===== src/rtl/uart_tx_arbiter.sv =====
// uart_tx_arbiter: round-robin byte arbiter feeding a credit-tracked UART TX FIFO
module uart_tx_arbiter #(
  parameter int NUM_REQ    = 4,
  parameter int FIFO_DEPTH = 16,
  parameter int MAX_BURST  = 8
) (
  input  logic                          clk,
  input  logic                          rst,
  input  logic [NUM_REQ-1:0]            req_valid_i,
  input  logic [NUM_REQ*8-1:0]          req_data_i,
  input  logic [NUM_REQ-1:0]            req_last_i,
  output logic [NUM_REQ-1:0]            req_ready_o,
  output logic                          tx_wr_o,
  output logic [7:0]                    tx_data_o,
  input  logic                          tx_pop_i,
  output logic [NUM_REQ-1:0]            grant_o,
  output logic [$clog2(FIFO_DEPTH):0]   credit_o,
  output logic                          credit_err_o
);
  localparam int IW = $clog2(NUM_REQ);
  localparam int BW = $clog2(MAX_BURST + 1);
  localparam int CW = $clog2(FIFO_DEPTH) + 1;
  typedef enum logic {IDLE, LOCK} state_t;
  state_t        state;
  logic [IW-1:0] rr_ptr, gidx, win, cand;
  logic [BW-1:0] burst, burst_nxt;
  logic          found, hs, pop_eff, release_now;
  int            idx;
  assign req_ready_o = (state == LOCK && credit_o != '0) ? grant_o : '0;
  assign hs          = |(req_valid_i & req_ready_o);
  assign burst_nxt   = burst + 1'b1;
  assign release_now = hs && (req_last_i[gidx] || burst_nxt == BW'(MAX_BURST));
  assign pop_eff     = tx_pop_i && credit_o != CW'(FIFO_DEPTH);
  // first valid requester at or after rr_ptr, wrapping around
  always_comb begin
    win   = rr_ptr;
    found = 1'b0;
    idx   = 0;
    cand  = '0;
    for (int i = 0; i < NUM_REQ; i++) begin
      idx  = (int'(rr_ptr) + i) % NUM_REQ;
      cand = IW'(idx);
      if (!found && req_valid_i[cand]) begin
        found = 1'b1;
        win   = cand;
      end
    end
  end
  // grant/lock FSM, burst count, credit tracking and registered FIFO push
  always_ff @(posedge clk or negedge rst) begin
    if (!rst) begin
      state        <= IDLE;
      grant_o      <= '0;
      rr_ptr       <= '0;
      gidx         <= '0;
      burst        <= '0;
      tx_wr_o      <= 1'b0;
      tx_data_o    <= '0;
      credit_o     <= CW'(FIFO_DEPTH);
      credit_err_o <= 1'b0;
    end else begin
      tx_wr_o  <= hs;
      credit_o <= credit_o - CW'(hs) + CW'(pop_eff);
      if (hs) tx_data_o <= req_data_i[{gidx, 3'b000} +: 8];
      if (tx_pop_i && !pop_eff) credit_err_o <= 1'b1;
      if (state == IDLE) begin
        if (found) begin
          state   <= LOCK;
          grant_o <= NUM_REQ'(1) << win;
          gidx    <= win;
          burst   <= '0;
        end
      end else if (hs) begin
        burst <= burst_nxt;
        if (release_now) begin
          state   <= IDLE;
          grant_o <= '0;
          rr_ptr  <= (gidx == IW'(NUM_REQ - 1)) ? '0 : gidx + 1'b1;
        end
      end
    end
  end
endmodule

===== config.mk =====
export PLATFORM = sky130hd
export DESIGN_NAME = uart_tx_arbiter
export DESIGN_NICKNAME = d
export VERILOG_FILES = /design/src/rtl/uart_tx_arbiter.sv
export SDC_FILE = /design/constraint.sdc
export NUM_CORES = 1
export LEC_CHECK = 0
export ABC_CLOCK_PERIOD_IN_PS = 4570
export CAP_MARGIN = 30
export CORE_MARGIN = 10
export CORE_UTILIZATION = 35
export DETAILED_ROUTE_END_ITERATION = 10
export PLACE_DENSITY = 0.68
export SLEW_MARGIN = 20
export SYNTH_ARGS = -nofsm -noshare
export SYNTH_HDL_FRONTEND = slang
export SYNTH_SLANG_ARGS = --single-unit

===== constraint.sdc =====
create_clock -name clk -period 4.57 [get_ports clk]
set_clock_uncertainty 0.15 [all_clocks]
set_input_delay 0.457 -clock clk [delete_from_list [all_inputs] [get_ports clk]]
set_output_delay 0.457 -clock clk [all_outputs]
set_load 0.02 [all_outputs]

==> results.yml, run 1 <==
finish:
  layout_common_cells: "clkdlybuf4s50_1 (65), dfrtp_1 (27), nand2_1 (14), inv_1 (11)"
  nets: 262
  fin_area_um2: 2430
  antennaDiodeCount: 0
  fin_cells: 263
  drive_gt1_frac: 0.139
  post-route-util: 0.522
  syn2layout_area_growth_pct: 45.6
  final_common_cell: "clkdlybuf4s50_1"
  fillers: 405
sta:
  min_period_over_period: 0.656
  rsz0062_at_grt: "false"
  post-route-min-period_ns: 3.00
  slew_violations: 0
  setup_tns_ns: 0
  hold_viol_final: 0
  relSlewSlack: 0.576
  setup_viol: 0
  tightest_slew_ns: 0.636
  fmax_mhz: 333
placement:
  dp.cells: 259
  dpl.hpwl_um: 3260
  gp_congestion: 0.744
  placed_area_um2: 2380
  io_buffers: 65
global_routing:
  antenna_found_initial: 0
  grt_usage: 0.103
  grt_pass1_vias: 1417
  grt_pass1_wl_um: 6500
  grt_remaining_overflow: 0
  grt_max_degree: 29
cts:
  clock_path_buffers: 2
  htree_levels: 1
  root_buffer: "clkbuf_8"
  postCtsSetupBuffers: 0
  clk_pin_slew_worst_paths_ns: 0.09
  ctsHoldBuffers: 0
  cts_tree: "yes"
  clk_latency_ns: 0.27
  cts_buffers: 3
  cts_resized: 0
  cts.sinks: 28
power_and_ir_drop:
  ir_worst_vdd_uv: 213
  totalPowerFinal_mw: 1.61
  p_per_area_nw_per_um2: 661
  p_leak_nw: 1.01
yosys:
  seq_area_frac_synth: 0.420
  syn_nets: 195
  synth_cell_types: 39
  netlist_instances: 143
  synth_area_um2: 1670
  ys_ff_latch: 28
  synth_warnings: 0
  avgSynthCellArea_um2: 11.7
worst_setup_path:
  cp-end-kind: "register"
  start_kind: "input port"
  cp.required_ns: 4.62
  critPathKind: "in2reg"
  path_max_fanout: 19
  arrival_ns: 3.05
route:
  vias: 1350
  post-route-drc-count: 0
  viasPerCell: 5.13
  routedWlPerCell_um: 14.9
  drt_iter0_markers: 91
  wl_um: 3920
  dr.pass1.iters: 4
  ant_nets: 0
floorplan:
  ioPinCount: 66
  row_count: 25
  start_util: 0.358
  fp.coreArea_um2: 4660
  die_h_um: 89.1
  die_w_um: 89.1
  die_area_um2: 7940
job:
  drv_cap: 0
worst_hold_path:
  hold_class: "reg2reg"
run_status:
  status: "completed"
layer usage:
metal / track usage / vias up / wire length [µm]
met5: 0 / - / 0
met4: 0.0275 / 0 / 38
met3: 0.0620 / 4 / 551
met2: 0.163 / 60 / 1750
met1: 0.115 / 637 / 1580
li1: - / 649 / -
synthesized netlist by cell type:
library cell	instances	area share
a2111oi_0	1	0.0052
buf_4	1	0.0045
mux4_2	9	0.12
or2_2	1	0.0037
xnor2_1	3	0.016
mux2_1	2	0.013
and2_1	4	0.015
a21boi_4	1	0.011
or3_1	1	0.0037
a41o_1	1	0.0060
o211ai_1	2	0.0090
and3b_1	2	0.010
a21boi_0	1	0.0045
a21o_1	1	0.0045
nor2_1	5	0.011
o21ai_0	4	0.012
nand3_1	2	0.0060
fa_1	1	0.012
o211a_1	1	0.0060
nor2b_1	4	0.015
buf_2	3	0.0090
ha_1	8	0.060
a21oi_1	5	0.015
nand2_1	14	0.031
nor4_1	1	0.0037
a221o_1	1	0.0060
nor4b_2	1	0.0090
o21bai_1	2	0.0090
mux2_2	9	0.061
inv_1	11	0.025
a22oi_1	2	0.0090
xor2_1	2	0.010
a211oi_4	1	0.012
nand2b_1	1	0.0037
dfstp_2	1	0.016
nor3b_1	1	0.0045
o22ai_1	5	0.019
clkbuf_1	1	0.0022
dfrtp_1	27	0.40
final timing paths:
kind / end / cells past startpoint / start / slack (ns)
setup / recovery: credit_o[4] / 13 / req_valid_i[1] / 1.57
hold / removal: credit_err_o / 1 / credit_err_o / 0.33
setup reg to reg: credit_o[4] / 14 / credit_o[3] / 1.65
hold reg to reg: credit_err_o / 1 / credit_err_o / 0.33
max in group asynchronous: credit_o[4] / 2 / rst / 3.56
min in group asynchronous: grant_o[1] / 2 / rst / 0.40
logic make-up (layout without fill, tap and decap cells):
group	count (synthesis)	in the layout	synth area share
AND/OR/NAND/NOR	37	37	0.118
AO/OA/AOI/OAI	28	28	0.128
flip-flops	28	28	0.420
multiplexers	20	20	0.196
buffers and inverters	16	82	0.0404
adder cells (fa/ha/maj)	9	9	0.0719
XOR/XNOR	5	5	0.0262
critical path, stage by stage:
cell,delay (ns)
clkdlybuf4s50_1,0.61
a22oi_1,0.15
a211oi_4,0.24
buf_4,0.27
ha_1,0.26
inv_1,0.05
ha_1,0.15
inv_1,0.05
fa_1,0.39
inv_1,0.08
a21oi_1,0.06
o21bai_1,0.15
xnor2_1,0.13
through the flow:
step / setup WS [ns] / hold slack (ns)
floorplan: 1.59 / 0.0114
global placement: 1.32 / 0.303
detailed placement: 1.26 / 0.313
CTS: 1.55 / 0.334
global route: 1.26 / 0.362
finish: 1.57 / 0.328
final cells by class:
type / instances / area, µm² / share of cell area
timing repair buffer: 67 / 666 / 0.274
clock buffer: 4 / 55.1 / 0.0226
inverter: 11 / 41.3 / 0.0170
tap: 54 / 67.6 / 0.0278
sequential: 28 / 702 / 0.289
multi-input combinational: 99 / 901 / 0.370
state kept, by name (all words and copies together), names as in the netlist:
signal and count:
burst 4, credit_err_o 1, credit_o 5, gidx 2, grant_o 4, rr_ptr 2, state 1, tx_data_o 8
tx_wr_o 1
report_power, final:
part,internal (mW),switching [mW]
Clock,0.0771,0.0742
Combinational,0.515,0.430
Sequential,0.377,0.134
Total,0.969,0.638
Power figures use the tool's default switching activity.
==> run 2, diff against run 1 <==
--- a/config.mk
+++ b/config.mk
@@ -5,12 +5,12 @@
 export SDC_FILE = /design/constraint.sdc
 export NUM_CORES = 1
 export LEC_CHECK = 0
-export ABC_CLOCK_PERIOD_IN_PS = 4570
+export ABC_CLOCK_PERIOD_IN_PS = 2600
 export CAP_MARGIN = 30
 export CORE_MARGIN = 10
 export CORE_UTILIZATION = 35
 export DETAILED_ROUTE_END_ITERATION = 10
-export PLACE_DENSITY = 0.68
+export PLACE_DENSITY = 0.7
 export SLEW_MARGIN = 20
 export SYNTH_ARGS = -nofsm -noshare
 export SYNTH_HDL_FRONTEND = slang
==> constraint.sdc (replaced) <==
create_clock -name clk -period 2.6 [get_ports clk]
set_clock_uncertainty 0.15 [all_clocks]
set_input_delay 0.26 -clock clk [delete_from_list [all_inputs] [get_ports clk]]
set_output_delay 0.26 -clock clk [all_outputs]
set_load 0.02 [all_outputs]
==> results.yml, run 2 (synthesized netlist as in run 1, its figures left out) <==
run_status:
  status: "completed"
worst_setup_path:
  crit_chain: "inv_2, ha_4, nor4b_4, nor2_1, and2_1, clkdlybuf4s50_1"
  arrival_ns: 2.06
  r2r_start: "credit_o[3]"
  path_max_fanout: 4
  worst-path-stages: 6
  cpLargestDelayFamily: "buffers and inverters"
  critPathKind: "reg2out"
  max_stage_delay_ns: 0.54
  r2r_slack_ns: 0.15
  cp.required_ns: 2.19
  r2r_cells: 13
  cp-end-kind: "output pin"
  critPathSlowestCell: "clkdlybuf4s50_1"
  r2r_end: "credit_o[4]"
  start_kind: "register"
  worst-path-buf-inv: 2
finish:
  antennaDiodeCount: 0
  fin_cells: 270
  reg_top3: "tx_data_o (8), credit_o (5)"
  drive_gt1_frac: 0.213
  layout_common_cells: "clkdlybuf4s50_1 (65), dfrtp_1 (25), nand2_1 (14)"
  post-route-util: 0.548
  nets: 269
  fin_area_um2: 2550
  regMostFlops: "tx_data_o"
  multi_input_area_um2: 950
  final_common_cell: "clkdlybuf4s50_1"
  syn2layout_area_growth_pct: 52.8
  largest_reg_flops: 8
  fillers: 389
  seq_area_um2: 704
route:
  viasPerCell: 5.07
  ant_nets: 0
  vias: 1370
  post-route-drc-count: 0
  drt_iter0_markers: 109
  dr.pass1.iters: 4
  wl_um: 4280
  routedWlPerCell_um: 15.9
power_and_ir_drop:
  combPwrFrac: 0.598
  totalPowerFinal_mw: 3.06
  p_per_area_nw_per_um2: 1200
  power_frac_seq: 0.291
  sw_frac_of_total: 0.391
  ir_worst_vdd_uv: 460
  p_leak_nw: 1.05
  clkPwrFrac: 0.111
  switchingPower_mw: 1.19
  internal_power_mw: 1.86
sta:
  fmax_mhz: 405
  hold_viol_final: 0
  slew_violations: 0
  holdWs_ns: 0.210
  rsz0062_at_grt: "false"
  tightest_slew_ns: 0.566
  setup_viol: 0
  post-route-min-period_ns: 2.47
  setup_tns_ns: 0
  relSlewSlack: 0.613
  fin_ws_ns: 0.128
  min_period_over_period: 0.951
placement:
  dp.cells: 266
  placed_area_um2: 2480
  pre_cts_slack_ns: -0.0196
  gp_congestion: 0.733
  dpl.hpwl_um: 3480
  io_buffers: 65
cts:
  cts_tree: "yes"
  clock_path_buffers: 2
  cts.sinks: 28
  clk_latency_ns: 0.27
  root_buffer: "clkbuf_8"
  ctsHoldBuffers: 0
  postCtsSetupBuffers: 0
  cts_resized: 0
  htree_levels: 1
  clk_pin_slew_worst_paths_ns: 0.10
  cts_buffers: 3
floorplan:
  ioPinCount: 66
  fp.coreArea_um2: 4660
  row_count: 25
  start_util: 0.358
  die_area_um2: 7940
  die_w_um: 89.1
  die_h_um: 89.1
global_routing:
  grt_remaining_overflow: 0
  grt_pass1_wl_um: 7160
  grt_max_degree: 29
  grt_pass1_vias: 1502
  grt_usage: 0.113
  antenna_found_initial: 0
job:
  drv_cap: 0
worst_hold_path:
  hold_class: "in2async"
run 2: routing by layer:
| metal | GRT usage | wire (µm) | up-vias |
|---|---|---|---|
| met5 | 0 | 0 | - |
| met4 | 0.0275 | 27 | 0 |
| met3 | 0.0492 | 422 | 4 |
| met2 | 0.183 | 2040 | 50 |
| met1 | 0.134 | 1790 | 649 |
| li1 | - | - | 667 |
run 2: final cells by class:
class | count | area share
Clock buffer | 3 | 0.0162
Clock inverter | 1 | 0.0118
Inverter | 11 | 0.0162
Multi-Input combinational cell | 99 | 0.372
Sequential cell | 28 | 0.276
Tap cell | 54 | 0.0265
Timing Repair Buffer | 74 | 0.281
run 2: worst max path at each step:
stage,startpoint,to,slack [ns]
floorplan,credit_o[3],credit_o[4],-0.13
global placement,req_valid_i[0],credit_o[4],0.02
detailed placement,req_valid_i[0],credit_o[4],-0.02
CTS,credit_o[3],req_ready_o[2],0.09
global route,credit_o[3],credit_o[4],0.004
finish,credit_o[3],req_ready_o[2],0.13
run 2: worst register-to-register path, stage by stage, from the launching register on:
cell and delay, ns:
dfrtp_2 0.40, inv_2 0.06, ha_4 0.16, nor4b_4 0.14, a211oi_4 0.27, ha_4 0.24
inv_2 0.06, ha_4 0.12, inv_2 0.04, fa_2 0.35, inv_1 0.06, a21oi_1 0.06
o21bai_1 0.16, xnor2_1 0.13
run 2: power groups by stage:
stage | Clock (mW) | Sequential [mW] | Combinational (mW)
after global placement | 0 | 0.890 | 1.82
after floorplan | 0 | 1.02 | 1.06
final | 0.340 | 0.889 | 1.83
after global routing | 0.374 | 0.932 | 2.01
after CTS | 0.351 | 0.895 | 1.87
after detailed placement | 0 | 0.901 | 1.86
